## config.mk

```make
export PLATFORM = sky130hd
export DESIGN_NAME = clock_time_ctrl
export DESIGN_NICKNAME = d
export VERILOG_FILES = /design/src/rtl/clock_time_ctrl.sv
export SDC_FILE = /design/constraint.sdc
export NUM_CORES = 1
export LEC_CHECK = 0
export ABC_AREA = 1
export ABC_CLOCK_PERIOD_IN_PS = 5380
export CORE_MARGIN = 2
export CORE_UTILIZATION = 31
export CTS_CLUSTER_DIAMETER = 40
export DETAILED_ROUTE_END_ITERATION = 10
export SLEW_MARGIN = 20
export SYNTH_ARGS = -nofsm -noshare
export SYNTH_HDL_FRONTEND = slang
export SYNTH_SLANG_ARGS = --single-unit
```

## constraint.sdc

```tcl
create_clock -name clk -period 5.38 [get_ports clk]
set_clock_uncertainty 0.1 [all_clocks]
set_input_delay 1.614 -clock clk [delete_from_list [all_inputs] [get_ports clk]]
set_output_delay 1.614 -clock clk [all_outputs]
set_load 0.005 [all_outputs]
```

## src/rtl/clock_time_ctrl.sv

```systemverilog
// clock_time_ctrl: timekeeping and time/alarm set controller for the VGA clock.
// Keeps BCD time (and optionally an alarm), steps through set modes from
// debounced button pulses and drives registered digit, mode and blink outputs.
// Alarm support (ALARM_* states, alarm registers, alarm_match) is compiled in
// only when the macro ALARM_CLOCK_EN is defined.
module clock_time_ctrl #(
  parameter int HOUR_24      = 1,
  parameter int BLINK_CYCLES = 25_000_000
) (
  input  logic       clk,
  input  logic       reset,
  input  logic       tick_1hz,
  input  logic       btn_mode,
  input  logic       btn_sel,
  input  logic       btn_inc,
  output logic [3:0] hour_first,
  output logic [3:0] hour_second,
  output logic [3:0] min_first,
  output logic [3:0] min_second,
  output logic [3:0] sec_first,
  output logic [3:0] sec_second,
  output logic [3:0] mode_at,
  output logic [2:0] field_blank,
  output logic       alarm_match
);

  localparam int            CW         = $clog2(BLINK_CYCLES);
  localparam logic [CW-1:0] CNT_LAST   = CW'(BLINK_CYCLES - 1);
  localparam logic [7:0]    HOUR_RESET = (HOUR_24 != 0) ? 8'h00 : 8'h12;

`ifdef ALARM_CLOCK_EN
  typedef enum logic [2:0] {RUN, SET_HOUR, SET_MIN, SET_SEC, ALARM_HOUR, ALARM_MIN} state_t;
`else
  typedef enum logic [1:0] {RUN, SET_HOUR, SET_MIN, SET_SEC} state_t;
`endif

  state_t        state, state_n;
  logic [7:0]    cur_hour, cur_min, cur_sec;
  logic [7:0]    hour_n, min_n, sec_n;
  logic [CW-1:0] blink_cnt, blink_cnt_n;
  logic          blink_hidden, blink_hidden_n;
  logic          tick_act, accepted;
  logic [23:0]   disp_n;
  logic [2:0]    sel_mask_n;
  logic          mode_at_n;

`ifdef ALARM_CLOCK_EN
  logic [7:0] alarm_hour, alarm_min, alarm_hour_n, alarm_min_n;
  logic       match_n;
  logic       mode_bit;
  logic       match_q;
`endif

  // BCD hour increment in the configured 12/24 hour format
  function automatic logic [7:0] next_hour(input logic [7:0] h);
    logic [7:0] r;
    if (HOUR_24 != 0) begin
      if (h == 8'h23)            r = 8'h00;
      else if (h[3:0] == 4'd9)   r = {h[7:4] + 4'd1, 4'd0};
      else                       r = {h[7:4], h[3:0] + 4'd1};
    end else begin
      if (h == 8'h12)            r = 8'h01;
      else if (h[3:0] == 4'd9)   r = 8'h10;
      else                       r = {h[7:4], h[3:0] + 4'd1};
    end
    return r;
  endfunction

  // BCD 00..59 increment with wrap
  function automatic logic [7:0] next_sixty(input logic [7:0] v);
    logic [7:0] r;
    if (v == 8'h59)              r = 8'h00;
    else if (v[3:0] == 4'd9)     r = {v[7:4] + 4'd1, 4'd0};
    else                         r = {v[7:4], v[3:0] + 4'd1};
    return r;
  endfunction

  // Next state, time, alarm, blink and display values for this cycle
  always_comb begin
    state_n        = state;
    hour_n         = cur_hour;
    min_n          = cur_min;
    sec_n          = cur_sec;
    blink_cnt_n    = blink_cnt;
    blink_hidden_n = blink_hidden;
    accepted       = 1'b0;
    disp_n         = {hour_n, min_n, sec_n};
    sel_mask_n     = 3'b000;
    mode_at_n      = 1'b0;
`ifdef ALARM_CLOCK_EN
    alarm_hour_n   = alarm_hour;
    alarm_min_n    = alarm_min;
    match_n        = 1'b0;
`endif

    tick_act = tick_1hz && (state != SET_HOUR) && (state != SET_MIN) && (state != SET_SEC);
    if (tick_act) begin
      sec_n = next_sixty(cur_sec);
      if (cur_sec == 8'h59) begin
        min_n = next_sixty(cur_min);
        if (cur_min == 8'h59) hour_n = next_hour(cur_hour);
      end
    end
`ifdef ALARM_CLOCK_EN
    match_n = tick_act && (sec_n == 8'h00) && (hour_n == alarm_hour) && (min_n == alarm_min);
`endif

    if (btn_mode) begin
      accepted = 1'b1;
      case (state)
        RUN:                        state_n = SET_HOUR;
`ifdef ALARM_CLOCK_EN
        SET_HOUR, SET_MIN, SET_SEC: state_n = ALARM_HOUR;
`endif
        default:                    state_n = RUN;
      endcase
    end else if (btn_sel && state != RUN) begin
      accepted = 1'b1;
      case (state)
        SET_HOUR:   state_n = SET_MIN;
        SET_MIN:    state_n = SET_SEC;
        SET_SEC:    state_n = SET_HOUR;
`ifdef ALARM_CLOCK_EN
        ALARM_HOUR: state_n = ALARM_MIN;
        ALARM_MIN:  state_n = ALARM_HOUR;
`endif
        default:    state_n = state;
      endcase
    end else if (btn_inc && state != RUN) begin
      accepted = 1'b1;
      case (state)
        SET_HOUR:   hour_n = next_hour(cur_hour);
        SET_MIN:    min_n  = next_sixty(cur_min);
        SET_SEC:    sec_n  = 8'h00;
`ifdef ALARM_CLOCK_EN
        ALARM_HOUR: alarm_hour_n = next_hour(alarm_hour);
        ALARM_MIN:  alarm_min_n  = next_sixty(alarm_min);
`endif
        default:    sec_n = sec_n;
      endcase
    end

    if (accepted) begin
      blink_cnt_n    = '0;
      blink_hidden_n = 1'b0;
    end else if (blink_cnt == CNT_LAST) begin
      blink_cnt_n    = '0;
      blink_hidden_n = ~blink_hidden;
    end else begin
      blink_cnt_n    = blink_cnt + 1'b1;
    end

    case (state_n)
      SET_HOUR:   sel_mask_n = 3'b100;
      SET_MIN:    sel_mask_n = 3'b010;
      SET_SEC:    sel_mask_n = 3'b001;
`ifdef ALARM_CLOCK_EN
      ALARM_HOUR: sel_mask_n = 3'b100;
      ALARM_MIN:  sel_mask_n = 3'b010;
`endif
      default:    sel_mask_n = 3'b000;
    endcase

    disp_n = {hour_n, min_n, sec_n};
`ifdef ALARM_CLOCK_EN
    if (state_n == ALARM_HOUR || state_n == ALARM_MIN) begin
      disp_n    = {alarm_hour_n, alarm_min_n, 8'h00};
      mode_at_n = 1'b1;
    end
`endif
  end

  // State, time, blink and registered output update with synchronous reset
  always_ff @(posedge clk) begin
    if (reset) begin
      state        <= RUN;
      cur_hour     <= HOUR_RESET;
      cur_min      <= 8'h00;
      cur_sec      <= 8'h00;
      blink_cnt    <= '0;
      blink_hidden <= 1'b0;
      hour_first   <= HOUR_RESET[7:4];
      hour_second  <= HOUR_RESET[3:0];
      min_first    <= 4'd0;
      min_second   <= 4'd0;
      sec_first    <= 4'd0;
      sec_second   <= 4'd0;
      field_blank  <= 3'b000;
    end else begin
      state        <= state_n;
      cur_hour     <= hour_n;
      cur_min      <= min_n;
      cur_sec      <= sec_n;
      blink_cnt    <= blink_cnt_n;
      blink_hidden <= blink_hidden_n;
      hour_first   <= disp_n[23:20];
      hour_second  <= disp_n[19:16];
      min_first    <= disp_n[15:12];
      min_second   <= disp_n[11:8];
      sec_first    <= disp_n[7:4];
      sec_second   <= disp_n[3:0];
      field_blank  <= blink_hidden_n ? sel_mask_n : 3'b000;
    end
  end

`ifdef ALARM_CLOCK_EN
  // Alarm time registers plus the registered mode flag and match pulse
  always_ff @(posedge clk) begin
    if (reset) begin
      alarm_hour <= HOUR_RESET;
      alarm_min  <= 8'h00;
      mode_bit   <= 1'b0;
      match_q    <= 1'b0;
    end else begin
      alarm_hour <= alarm_hour_n;
      alarm_min  <= alarm_min_n;
      mode_bit   <= mode_at_n;
      match_q    <= match_n;
    end
  end

  assign mode_at     = {3'b000, mode_bit};
  assign alarm_match = match_q;
`else
  assign mode_at     = {3'b000, mode_at_n & 1'b0};
  assign alarm_match = 1'b0;
`endif

endmodule
```

# --- After elaboration in Yosys (flattened, before gate mapping) ---
# Cells that the tools add are included.
op_classes:
  n_reduce_logical: 9
  bitwise_logic: 2
  eq_ne: 16
  n_addsub: 7
  mux: 34
ops:
  columns: ["op", "n"]
  rows:
  - ["$mux W8", 24]
  - ["$add A25 B1 Y25 const B", 1]
  - ["$eq A25 B25 Y1 const B", 1]
  - ["$add A4 B1 Y4 const B", 6]
  - ["$eq A8 B7 Y1 const B", 2]
  - ["$eq A4 B4 Y1 const B", 3]
  - ["$pmux W3 S3", 1]
  - ["$eq A2 B2 Y1 const B", 4]
  - ["$eq A8 B6 Y1 const B", 1]
  - ["$mux W1", 6]
  - ["$pmux W2 S3", 1]
  - ["$logic_and A1 B1 Y1", 5]
  - ["$eq A2 B1 Y1 const B", 2]
  - ["$mux W2", 2]
  - ["$ne A2 B2 Y1 const B", 2]
  - ["$reduce_or A3 Y1", 1]
  - ["$logic_not A2 Y1", 1]
  - ["$ne A2 B1 Y1 const B", 1]
  - ["$not A1 Y1", 2]
  - ["$reduce_bool A2 Y1", 1]
  - ["$reduce_or A2 Y1", 1]
totals:
  ff_bits: 79
  in_bits: 6
  word_cells: 81
  output_inout_bits: 32

# --- Longest topological paths before layout ---
depth:
  depth_word: 10
  ltp_mapped: 12
  ltp_nobuf: 12

# --- Worst setup path before layout ---
# Ideal clock, no wire load.
synth_timing:
  kind: "input to register"
  startpoint: "input tick_1hz"
  endpoint: "register min_second[0]"
  stages: 9
  required_ns: 5.165
  setup_ns: 0.115
  arrival_time_ns: 2.471
  path_slack_ns: 2.693
  n_path_buf: 1
  cell_sequence: "inv_1 nor2_1 nand2_1 nor2_4 nand2_1 nand2_2 buf_4 xor2_1 nor2_1"
synth_between:
  elab_chain_cells: 8
synth_lines:
  columns: ["item", "line", "source"]
  rows:
  - ["start, declared", "12", "input logic tick_1hz,"]
  - ["$logic_and A1 B1 Y1 * (3 in series)", "96", "tick_act = tick_1hz && (state != SET_HOUR) && (state != SET_MIN) && (state != SET_SEC);"]
  - ["$mux W8 *", "97", "if (tick_act) begin"]
  - ["$mux W8", "131", "case (state)"]
  - ["$mux W8", "129", "end else if (btn_inc && state != RUN) begin"]
  - ["$mux W8", "117", "end else if (btn_sel && state != RUN) begin"]
  - ["$mux W8 *", "108", "if (btn_mode) begin"]
  - ["end signal, assigned", "199", "min_second <= disp_n[11:8];"]
  - ["end, declared", "19", "output logic [3:0] min_second,"]
# Every way passes the cells marked *; elsewhere a longest branch is shown, timed or not.
# A chain may end at the register's enable or synchronous reset.

# --- Worst setup path in the final report ---
layout_timing:
  startpoint: "input reset"
  endpoint: "register blink_cnt[2]"
layout_between:
  elab_chain_cells: 1
layout_lines:
  columns: ["item", "line", "source"]
  rows:
  - ["start, declared", "11", "input logic reset,"]
  - ["$reduce_or A3 Y1 (no line)", null, null]
  - ["end signal, assigned", "194", "blink_cnt <= blink_cnt_n;"]
  - ["end, declared", "40", "logic [CW-1:0] blink_cnt, blink_cnt_n;"]
# No other way between the ends.

==> out/metrics.cfg <==
[outcome]
status=finished, final reports clean

[floorplanning]
core_area_um2=9680
die_h_um=103
io_pins=38
row_count=36
die_w_um=103
die_area_um2=10700
initial_utilization=0.315

[drt]
wire_per_inst_um=10.1
via_per_inst=4.41
dr_total_vias=2798
postRouteWirelength_um=6420
drt-initial-drc-count=140
first_pass_iters=4
ant_nets=0
drc=0

[final_layout]
stdcell_count=634
drive_gt1_frac=0.0339
final_common_cell=nand2_1
num-nets-final=523
fillerInstances=1017
layout_common_cells=nand2_1 (145), nor2_1 (96), dfxtp_1 (55)
fin_util=0.369
antenna_cells=0
area_growth_pct=16.9

[logic_synthesis]
syn_area_per_cell_um2=6.54
synth-xor-area-share=0.0373
yosysUniqueCellTypes=25
yosys_register_bits=55
synth-compound-area-share=0.0500
ys_seq_area_frac=0.361
synth_top_family_by_area=simple AND/OR/NAND/NOR gates
synth_area_um2=3050
ys.warnings.count=0
synthSimpleGateAreaFrac=0.393
synthAdderAreaFrac=0.0696
synthCells=467
synthMuxAreaShare=0

[cts]
cts_tree=yes
cts.sinks=55
cts_max_level=2
insertion_delay_ps=320
cts_buffer_depth=2
ctsResizeCount=0
hold_buffers=0
root_buffer=clkbuf_8
postCtsSetupRepairBufs=0
path_clk_slew_ps=90
cts_buffers=5

[place]
portBuffers=32
gp_congestion=0.856
dp_hpwl_um=4910
dp_cells=626
pre_cts_slack_ps=1920

[worst_hold_path]
hold_depth=1
hold_path_end=blink_cnt[0]
hold_path_class=reg -> reg
min_from=blink_cnt[0]

[worst_setup_path]
reg2reg_from=state[0]
rr_worst_depth=10
crit_family=buffers and inverters
regToRegEndpoint=min_second[0]
setup.worst_path.end_class=flop
path_max_fanout=25
worstPathArrival_ps=3230
path_cells=clkdlybuf4s50_1 > inv_1 > nand2_1 > nor2_1 > nand2_2 > nor3_1
cp_slowest_cell=clkdlybuf4s50_1
critical_path_class=in -> reg
crit_path_max_incr_delay_ps=470
r2r_slack_ps=3370
path_buf_inv=2
start_kind=input pin
worst_ep_required_time_ps=5510

[pwr]
irDropWorstVdd_v=0.0000890
powerDensity_nw_per_um2=194
finalPower_mw=0.694
p_leak_nw=1.33

[sta]
setup_tns_ps=0
timing.final.crit_period_ps=3100
setup_slack_ps=2280
finalCritPeriodShare=0.575
max_freq_ghz=0.323
finalSetupViolCount=0
maxSlewViolCount=0
rsz0062_at_grt=false
hold_viol_final=0

[global_routing]
grt_overflow_total=0
grt_pass1_wl_um=11300
grt_max_degree=26
grt_usage=0.131
antenna_found_initial=0
grt_pass1_vias=2660

[job]
max_cap_violations=0

where the power goes:
group	switching, mW	internal [mW]
sequential	0.00435	0.411
combinational	0.0244	0.0159
clock	0.146	0.0935
metal layers:
| metal | track usage | up-vias | part of all wire |
|---|---|---|---|
| met3 | 0.0296 | 10 | 0.041 |
| met4 | 0.0395 | 0 | 0.014 |
| li1 | - | 1496 | - |
| met1 | 0.156 | 1251 | 0.47 |
| met5 | 0 | - | 0 |
| met2 | 0.235 | 41 | 0.47 |
cell families (layout without fill, tap and decap cells):
kind of cell | count (synthesis) | in the layout
compound gates | 29 | 29
buf+inv | 61 | 91
simple gates | 291 | 291
flops | 55 | 55
fa+ha+maj | 17 | 17
xor+xnor | 13 | 13
other cells | 1 | 5
stage by stage:
step / cell area (um2) / hold WS (ps)
finish: 3570 / 362
global route: 3570 / 385
detailed placement: 3480 / 344
CTS: 3570 / 363
global placement: 3480 / 325
floorplan: 3070 / 317
how the worst max path moves through the flow:
stage,start,endpoint,slack (ps),depth (start not counted)
after detailed placement,reset,blink_cnt[2],1920,6
after CTS,reset,blink_cnt[2],2240,6
after floorplan,tick_1hz,min_second[0],2690,9
after global placement,reset,blink_cnt[2],1970,6
final,reset,blink_cnt[2],2280,6
after global routing,reset,blink_cnt[2],2000,6
final cells by class:
cell class,count,area (um2),share of cell area
multi-input combinational,355,1700,0.475
sequential,55,1100,0.308
timing repair buffer,32,320,0.0897
inverter,51,191,0.0536
tap,133,166,0.0466
clock buffer,5,68.8,0.0193
clock inverter,3,25.0,0.00701
synthesized netlist by cell type:
cell        n  share of area
nand2_1   145           0.18
a21oi_1    21          0.034
o21bai_1    1         0.0025
nand3_1    23          0.038
nand2_2     3         0.0061
and3_1      2         0.0041
or2_2       2         0.0041
buf_4       7          0.017
dfxtp_1    55           0.36
nor3_1      6         0.0098
ha_1       17          0.070
nor2_1     96           0.12
xor2_1      9          0.026
o21ai_0     5         0.0082
o211ai_1    1         0.0025
nand4_1     7          0.014
buf_1       1         0.0012
conb_1      1         0.0012
nand3b_1    3         0.0074
nor2_4      3          0.011
nor2_2      1         0.0020
o21a_1      1         0.0025
inv_1      51          0.063
xnor2_1     4          0.011
buf_6       2         0.0074
flip-flops by register name, indices dropped and copies added, names as in the netlist:
signal / cells
blink_cnt: 25
blink_hidden: 1
cur_hour: 1
cur_min: 1
cur_sec: 1
field_blank: 3
hour_first: 4
hour_second: 3
min_first: 4
min_second: 3
sec_first: 4
sec_second: 3
state: 2
Power figures use the tool's default switching activity.
